$ cat src/rtl/product_bcd_converter_pkg.sv
// product_bcd_converter_pkg: shared FSM encodings and default sizes for the product BCD converter
package product_bcd_converter_pkg;
  localparam int WIDTH_DEF  = 12;
  localparam int DIGITS_DEF = 4;
  localparam int DIGIT_W    = 4;
  localparam logic [1:0] ST_IDLE  = 2'd0;
  localparam logic [1:0] ST_LOAD  = 2'd1;
  localparam logic [1:0] ST_SHIFT = 2'd2;
  localparam logic [1:0] ST_DONE  = 2'd3;
endpackage

$ cat src/rtl/product_bcd_converter_bcd_add3.sv
// bcd_add3: combinational digit corrector for shift-add-3 (d_o = d_i >= 5 ? d_i + 3 : d_i)
module bcd_add3
  import product_bcd_converter_pkg::*;
(
  input  logic [DIGIT_W-1:0] d_i,
  output logic [DIGIT_W-1:0] d_o
);
  assign d_o = (d_i >= DIGIT_W'(5)) ? d_i + DIGIT_W'(3) : d_i;
endmodule

$ cat src/rtl/product_bcd_converter.sv
// product_bcd_converter: iterative two's-complement product to sign + packed BCD converter
// Ports: clk, rst (async, active-low), start/prod_in request, busy/done handshake,
// sign and bcd (thousands in the top nibble) hold the last completed result.
module product_bcd_converter
  import product_bcd_converter_pkg::*;
#(
  parameter int WIDTH  = WIDTH_DEF,
  parameter int DIGITS = DIGITS_DEF
) (
  input  logic                      clk,
  input  logic                      rst,
  input  logic                      start,
  input  logic [WIDTH-1:0]          prod_in,
  output logic                      busy,
  output logic                      done,
  output logic                      sign,
  output logic [DIGIT_W*DIGITS-1:0] bcd
);
  localparam int BW = DIGIT_W * DIGITS;
  localparam int CW = $clog2(WIDTH + 1);
  logic [1:0]          state_q, state_d;
  logic [WIDTH-1:0]    prod_q, prod_d, mag_q, mag_d;
  logic [BW-1:0]       scr_q, scr_d, bcd_q, bcd_d, scr_fix;
  logic                neg_q, neg_d, sign_q, sign_d;
  logic [CW-1:0]       cnt_q, cnt_d;
  logic [WIDTH:0]      abs_w;
  logic [BW+WIDTH-1:0] sh;
  for (genvar g = 0; g < DIGITS; g++) begin : g_add3
    bcd_add3 u_add3 (.d_i(scr_q[g*DIGIT_W +: DIGIT_W]), .d_o(scr_fix[g*DIGIT_W +: DIGIT_W]));
  end
  // Extra bit keeps -2^(WIDTH-1) exact; its top bit is always 0 and is pre-shifted into scratch.
  assign abs_w = prod_q[WIDTH-1] ? {1'b0, ~prod_q} + (WIDTH+1)'(1) : {1'b0, prod_q};
  assign sh    = {scr_fix, mag_q} << 1;
  assign busy  = (state_q == ST_LOAD) || (state_q == ST_SHIFT);
  assign done  = state_q == ST_DONE;
  assign sign  = sign_q;
  assign bcd   = bcd_q;
  always_comb begin
    state_d = state_q;
    prod_d  = prod_q;
    mag_d   = mag_q;
    scr_d   = scr_q;
    neg_d   = neg_q;
    cnt_d   = cnt_q;
    bcd_d   = bcd_q;
    sign_d  = sign_q;
    case (state_q)
      ST_IDLE, ST_DONE: begin
        state_d = start ? ST_LOAD : ST_IDLE;
        prod_d  = start ? prod_in : prod_q;
      end
      ST_LOAD: begin
        neg_d   = prod_q[WIDTH-1];
        mag_d   = abs_w[WIDTH-1:0];
        scr_d   = {{(BW-1){1'b0}}, abs_w[WIDTH]};
        cnt_d   = CW'(WIDTH);
        state_d = ST_SHIFT;
      end
      default: begin
        scr_d   = sh[BW+WIDTH-1:WIDTH];
        mag_d   = sh[WIDTH-1:0];
        cnt_d   = cnt_q - CW'(1);
        state_d = (cnt_q == CW'(1)) ? ST_DONE : ST_SHIFT;
        bcd_d   = (cnt_q == CW'(1)) ? sh[BW+WIDTH-1:WIDTH] : bcd_q;
        sign_d  = (cnt_q == CW'(1)) ? neg_q : sign_q;
      end
    endcase
  end
  always_ff @(posedge clk or negedge rst) begin
    if (!rst) begin
      state_q <= ST_IDLE;
      prod_q  <= '0;
      mag_q   <= '0;
      scr_q   <= '0;
      neg_q   <= 1'b0;
      cnt_q   <= '0;
      bcd_q   <= '0;
      sign_q  <= 1'b0;
    end else begin
      state_q <= state_d;
      prod_q  <= prod_d;
      mag_q   <= mag_d;
      scr_q   <= scr_d;
      neg_q   <= neg_d;
      cnt_q   <= cnt_d;
      bcd_q   <= bcd_d;
      sign_q  <= sign_d;
    end
  end
endmodule

$ cat config.mk
export PLATFORM = sky130hd
export DESIGN_NAME = product_bcd_converter
export DESIGN_NICKNAME = d
export VERILOG_FILES = /design/src/rtl/product_bcd_converter_pkg.sv /design/src/rtl/product_bcd_converter_bcd_add3.sv /design/src/rtl/product_bcd_converter.sv
export SDC_FILE = /design/constraint.sdc
export NUM_CORES = 1
export LEC_CHECK = 0
export CAP_MARGIN = 20
export CORE_MARGIN = 1
export CORE_UTILIZATION = 57
export DETAILED_ROUTE_END_ITERATION = 10
export PLACE_DENSITY_LB_ADDON = 0.1
export SYNTH_ARGS = -nofsm -noshare
export SYNTH_HDL_FRONTEND = slang
export SYNTH_SLANG_ARGS = --single-unit
$ cat constraint.sdc
create_clock -name clk -period 4.2 [get_ports clk]
set_clock_uncertainty 0.2 [all_clocks]
set_input_delay 0.63 -clock clk [delete_from_list [all_inputs] [get_ports clk]]
set_output_delay 0.63 -clock clk [all_outputs]
set_load 0.01 [all_outputs]
# --- Word-level counts from Yosys, hierarchy flattened ---
# Cells that the tools add are included.
# W data, S select, Z words.
word_totals:
  elab_cells: 41
  register_bits: 64
  out_inout_bits: 19
op_classes:
  bitwise: 2
  n_lt_le_gt_ge: 4
  eq_ne: 4
  n_mux: 11
  n_addsub: 6
  n_reduce_logical: 6
op_table:
  columns: ["operator", "count"]
  rows:
  - ["$pmux W16 S2", 1]
  - ["$pmux W12 S2", 1]
  - ["$ge A4 B3 Y1 const B", 4]
  - ["$add A12 B1 Y13 const B", 1]
  - ["$mux W13", 1]
  - ["$add A4 B2 Y4 const B", 3]
  - ["$mux W4", 3]
  - ["$not A12 Y12", 1]
  - ["$pmux W4 S2", 1]
  - ["$eq A2 B2 Y1 const B", 2]
  - ["$eq A4 B1 Y1 const B", 1]
  - ["$pmux W2 S2", 1]
  - ["$reduce_and A2 Y1", 2]
  - ["$sub A4 B1 Y4 const B", 1]
  - ["$add A3 B2 Y3 const B", 1]
  - ["$mux W3", 1]
  - ["$reduce_or A3 Y1", 1]
  - ["$eq A2 B1 Y1 const B", 1]
  - ["$logic_not A2 Y1", 1]
  - ["$mux W1", 2]
  - ["$reduce_or A2 Y1", 1]
  - ["$logic_or A1 B1 Y1", 1]
  - ["$not A1 Y1", 1]

# --- Longest topological paths before layout ---
depth:
  depth_word: 4
  mapped_depth: 7
  mapped_depth_nobuf: 6

# --- Cells and area by module ---
# A second synthesis with hierarchy kept.
unflattened:
  cells_unflattened: 274
  area_unflattened_um2: 3149.3
modules_own_cells:
  columns: ["mod", "seq_area_each_um2", "n_inst", "cells_per_inst", "area_per_inst_um2"]
  rows:
  - ["product_bcd_converter", 1601.5, 1, 210, 2743.9]
  - ["bcd_add3", 0.0, 4, 16, 101.3]

# --- Worst setup path before layout ---
# OpenSTA, ideal clock, no wires.
synth_path:
  kind: "reg-to-output"
  startpoint: "reg state_q[0]"
  endpoint: "out busy"
  setup_slack_ns: 2.177
  required_ns: 3.370
  t_arrival_ns: 1.193
  stages_incl_launch_ff: 5
  path_buffers: 1
  path_cell_list: "dfrtp_1 inv_1 ha_1 inv_1 buf_1"
synth_between:
  elab_chain_len: 2
  word_cells_on_any_way: 3
  cone_classes: "eq/ne: 2; reduce/logical: 1"
synth_rtl:
  columns: ["item", "line_no", "source"]
  rows:
  - ["from (decl)", "product_bcd_converter.sv:21", "logic [1:0] state_q, state_d;"]
  - ["from (signal assigned)", "product_bcd_converter.sv:80", "state_q <= state_d;"]
  - ["$eq A2 B1 Y1 / $eq A2 B2 Y1 (equally long branches)", "product_bcd_converter.sv:34", "assign busy = (state_q == ST_LOAD) || (state_q == ST_SHIFT);"]
  - ["$logic_or A1 B1 Y1 (*)", "product_bcd_converter.sv:34", null]
  - ["to (decl)", "product_bcd_converter.sv:14", "output logic busy,"]
# Mark *: on every way between the ends. The rest lies on a longest branch, timed or not.

# --- Final worst setup path ---
# Ends and elaborated chain as after synthesis.

==> out/metrics.cfg <==
[status]
outcome=finished clean

[clocking]
cts_root_cell=sky130_fd_sc_hd__clkbuf_8
clock_latency_of_the_later_clocked_register_in_the_worst_skew_pair_ps=340
numClockSinks=64
post_cts_resize_count=0
cts.reportedPaths.clkPinSlew_ps=70
cts-hold-fix-buffers=0
post-cts-setup-buffers=0
htree_levels=3
ctsLongestPathBuffers=2
tritoncts.num_buffers=9
tritoncts=built

[synthesis]
post_syn_nets=307
synth_area_leaders=sky130_fd_sc_hd__dfrtp_1 (52%), sky130_fd_sc_hd__mux2_2 (7.4%), sky130_fd_sc_hd__ha_1 (5.7%), sky130_fd_sc_hd__o21ai_0 (4.9%), sky130_fd_sc_hd__nand2_1 (2.7%)
synth_edf_count=0
ys.warnings.count=0
netlist-cell-type-count=34
syn-mean-instance-area_um2=10.98
seq_area_frac_synth=0.5248
postSynth.asyncResetShare=1.000
register_bit_total_from_synthesis=64
yosys.area.top_type=sky130_fd_sc_hd__dfrtp_1
syn-instance-count=278
synth_top_area_share=0.5248
post_synth_instance_area_um2=3052
postSynth.topFlopCell=sky130_fd_sc_hd__dfrtp_1

[global_route]
grt_start_max_net_pins=42
first_global_vias=2180
globalRouteTotalUtil=0.2414
grt_antenna_before_repair=0
grt_first_pass_wirelength_mm=9.956
grt_overflow=0

[cells_and_area]
mostFrequentLayoutCell=sky130_fd_sc_hd__dfrtp_1
finish.net_count=345
fin_cells=390
most-common-layout-cells=sky130_fd_sc_hd__dfrtp_1 (64), sky130_fd_sc_hd__clkdlybuf4s50_1 (32), sky130_fd_sc_hd__o21ai_0 (30), sky130_fd_sc_hd__nand2_1 (22), sky130_fd_sc_hd__mux2_2 (20)
drive_gt1_frac=0.1344
antennaDiodeCount=0
final_design_area_no_fill_um2=3681
area.growth.synth_to_final_pct=20.62

[min_path]
hold_path.class=primary input to asynchronous set/reset pin

[power]
p_int_uw=1847
vdd_ir_drop_max_mv=0.4899
clock_share_of_power=0.198
power_density_nw_per_um2=808.2
power_leakage_uw=0.001643
p_sw_frac=0.3791
switching_pwr_uw=1128
p_comb_frac=0.438
sequentialPowerShare=0.364

[sta]
clock.fmax_mhz=363.1
final.setup.worst_slack_ps=1446
setup_viol=0
period_needed_ps=2754
timing.setup.tns_ps=0
final-hold-violation-count=0
worst_hold_slack_ps=211.1
slew_viol_final=0
grt_setup_unrepaired=no
tightest_slew_ps=890.6
relative_slew_margins=0.4063
post-route-period-util=0.6558

[critical_path]
timing.critical_path.from_type=register
worst_setup_path_end_kind=output port
cp_data_arrival_time_ps=1920
timing.setup.critical_path_class=register to output port
worstReg2RegStart=state_q[0]
critical_path_required_ps=3370
worstPathMaxFanout=32
worst_setup_path_startpoint=state_q[0]

[drt]
wire_per_inst_um=15.34
vias_per_cell=5.703
antenna_violating_nets_post_route=0
detail_route.first_pass.iterations=4
drt_iter0_drc=84
routed-via-count=2224
drt-total-wl_mm=5.982
drc=0

[floorplanning]
initial_core_util=0.5937
fp.dieH_um=75.17
core.rowCount=26
die_area_um2=5651
design.portCount=34
floorplan.die.width_um=75.17
core_region_area_um2=5140

[placed_design]
place.detailed.instances=375
place_hpwl_mm=4.105
pre_cts_ws_ps=1807
place_area_um2=3461
gp_congestion=0.7443
placement.io_buffers=33

[flow_run]
maxCapViolations=0

## power by group through the flow
| stage | Clock (uW) | Combinational [uW] | Sequential, uW |
|---|---|---|---|
| after global placement | 0 | 1260 | 1070 |
| after CTS | 596 | 1320 | 1080 |
| after floorplan | 0 | 913 | 1050 |
| after detailed placement | 0 | 1300 | 1090 |
| after global routing | 625 | 1460 | 1120 |
| final | 589 | 1300 | 1080 |
## kinds of logic after synthesis
| family | share of synthesized area |
|---|---|
| AOI/OAI and AO/OA | 0.1538 |
| xor gates and xnor gates | 0.03157 |
| adders and majority gates | 0.05740 |
| buffers and inverters | 0.03567 |
| DFF | 0.5248 |
| muxes | 0.09348 |
| and+or+nand+nor | 0.1033 |
## worst max-delay path: stages, from the launching register on
cell and delay, ps:
sky130_fd_sc_hd__dfrtp_1 380, sky130_fd_sc_hd__inv_1 50, sky130_fd_sc_hd__ha_1 270, sky130_fd_sc_hd__buf_4 300, sky130_fd_sc_hd__inv_1 100, sky130_fd_sc_hd__clkdlybuf4s50_1 480
## final timing paths
path,to,slack (ps),depth (start not counted)
setup reg to reg,mag_q[3],1880,7
min in group clk,bcd[15],280,2
hold reg to reg,bcd[15],280,2
max in group asynchronous,bcd[1],2730,2
hold / removal,sign,210,1
setup / recovery,busy,1450,5
## routing by layer
layer,GRT usage,vias to the layer above,share of wire
met3,0.04150,9,0.031
met5,0,-,0
met1,0.3084,1098,0.47
met2,0.4014,40,0.49
met4,0.1173,0,0.013
li1,-,1077,-
## state kept, by name (all words and copies together) (netlist names)
| register | flops |
|---|---|
| bcd | 16 |
| scr_q | 16 |
| mag_q | 12 |
| prod_q | 12 |
| cnt_q | 4 |
| state_q | 2 |
| neg_q | 1 |
| sign | 1 |
## cell usage after synthesis (7+ instances only)
cell / instances
sky130_fd_sc_hd__clkbuf_1: 9
sky130_fd_sc_hd__mux2_2: 20
sky130_fd_sc_hd__nand3_1: 7
sky130_fd_sc_hd__inv_1: 18
sky130_fd_sc_hd__a22o_1: 8
sky130_fd_sc_hd__dfrtp_1: 64
sky130_fd_sc_hd__a21oi_1: 13
sky130_fd_sc_hd__o21ai_0: 30
sky130_fd_sc_hd__nand2_1: 22
sky130_fd_sc_hd__ha_1: 14
sky130_fd_sc_hd__nor3b_1: 7
sky130_fd_sc_hd__a22oi_1: 8
## per-stage QoR
stage / utilization / power [uW]
6_report: 0.7162 / 2975
5_1_grt: 0.7162 / 3205
4_1_cts: 0.7162 / 2992
3_5_place_dp: 0.6733 / 2387
3_3_place_gp: 0.6733 / 2333
2_1_floorplan: - / 1967
## area by class of cell
type                            count  area [um^2]
Fill cell                         399         1459
Clock buffer                       12        155.1
Inverter                           18        67.56
Timing Repair Buffer               38        362.8
Clock inverter                      3        65.06
Tap cell                           70        87.58
Multi-Input combinational cell    185         1341
Sequential cell                    64         1602
Power figures use the tool's default switching activity.
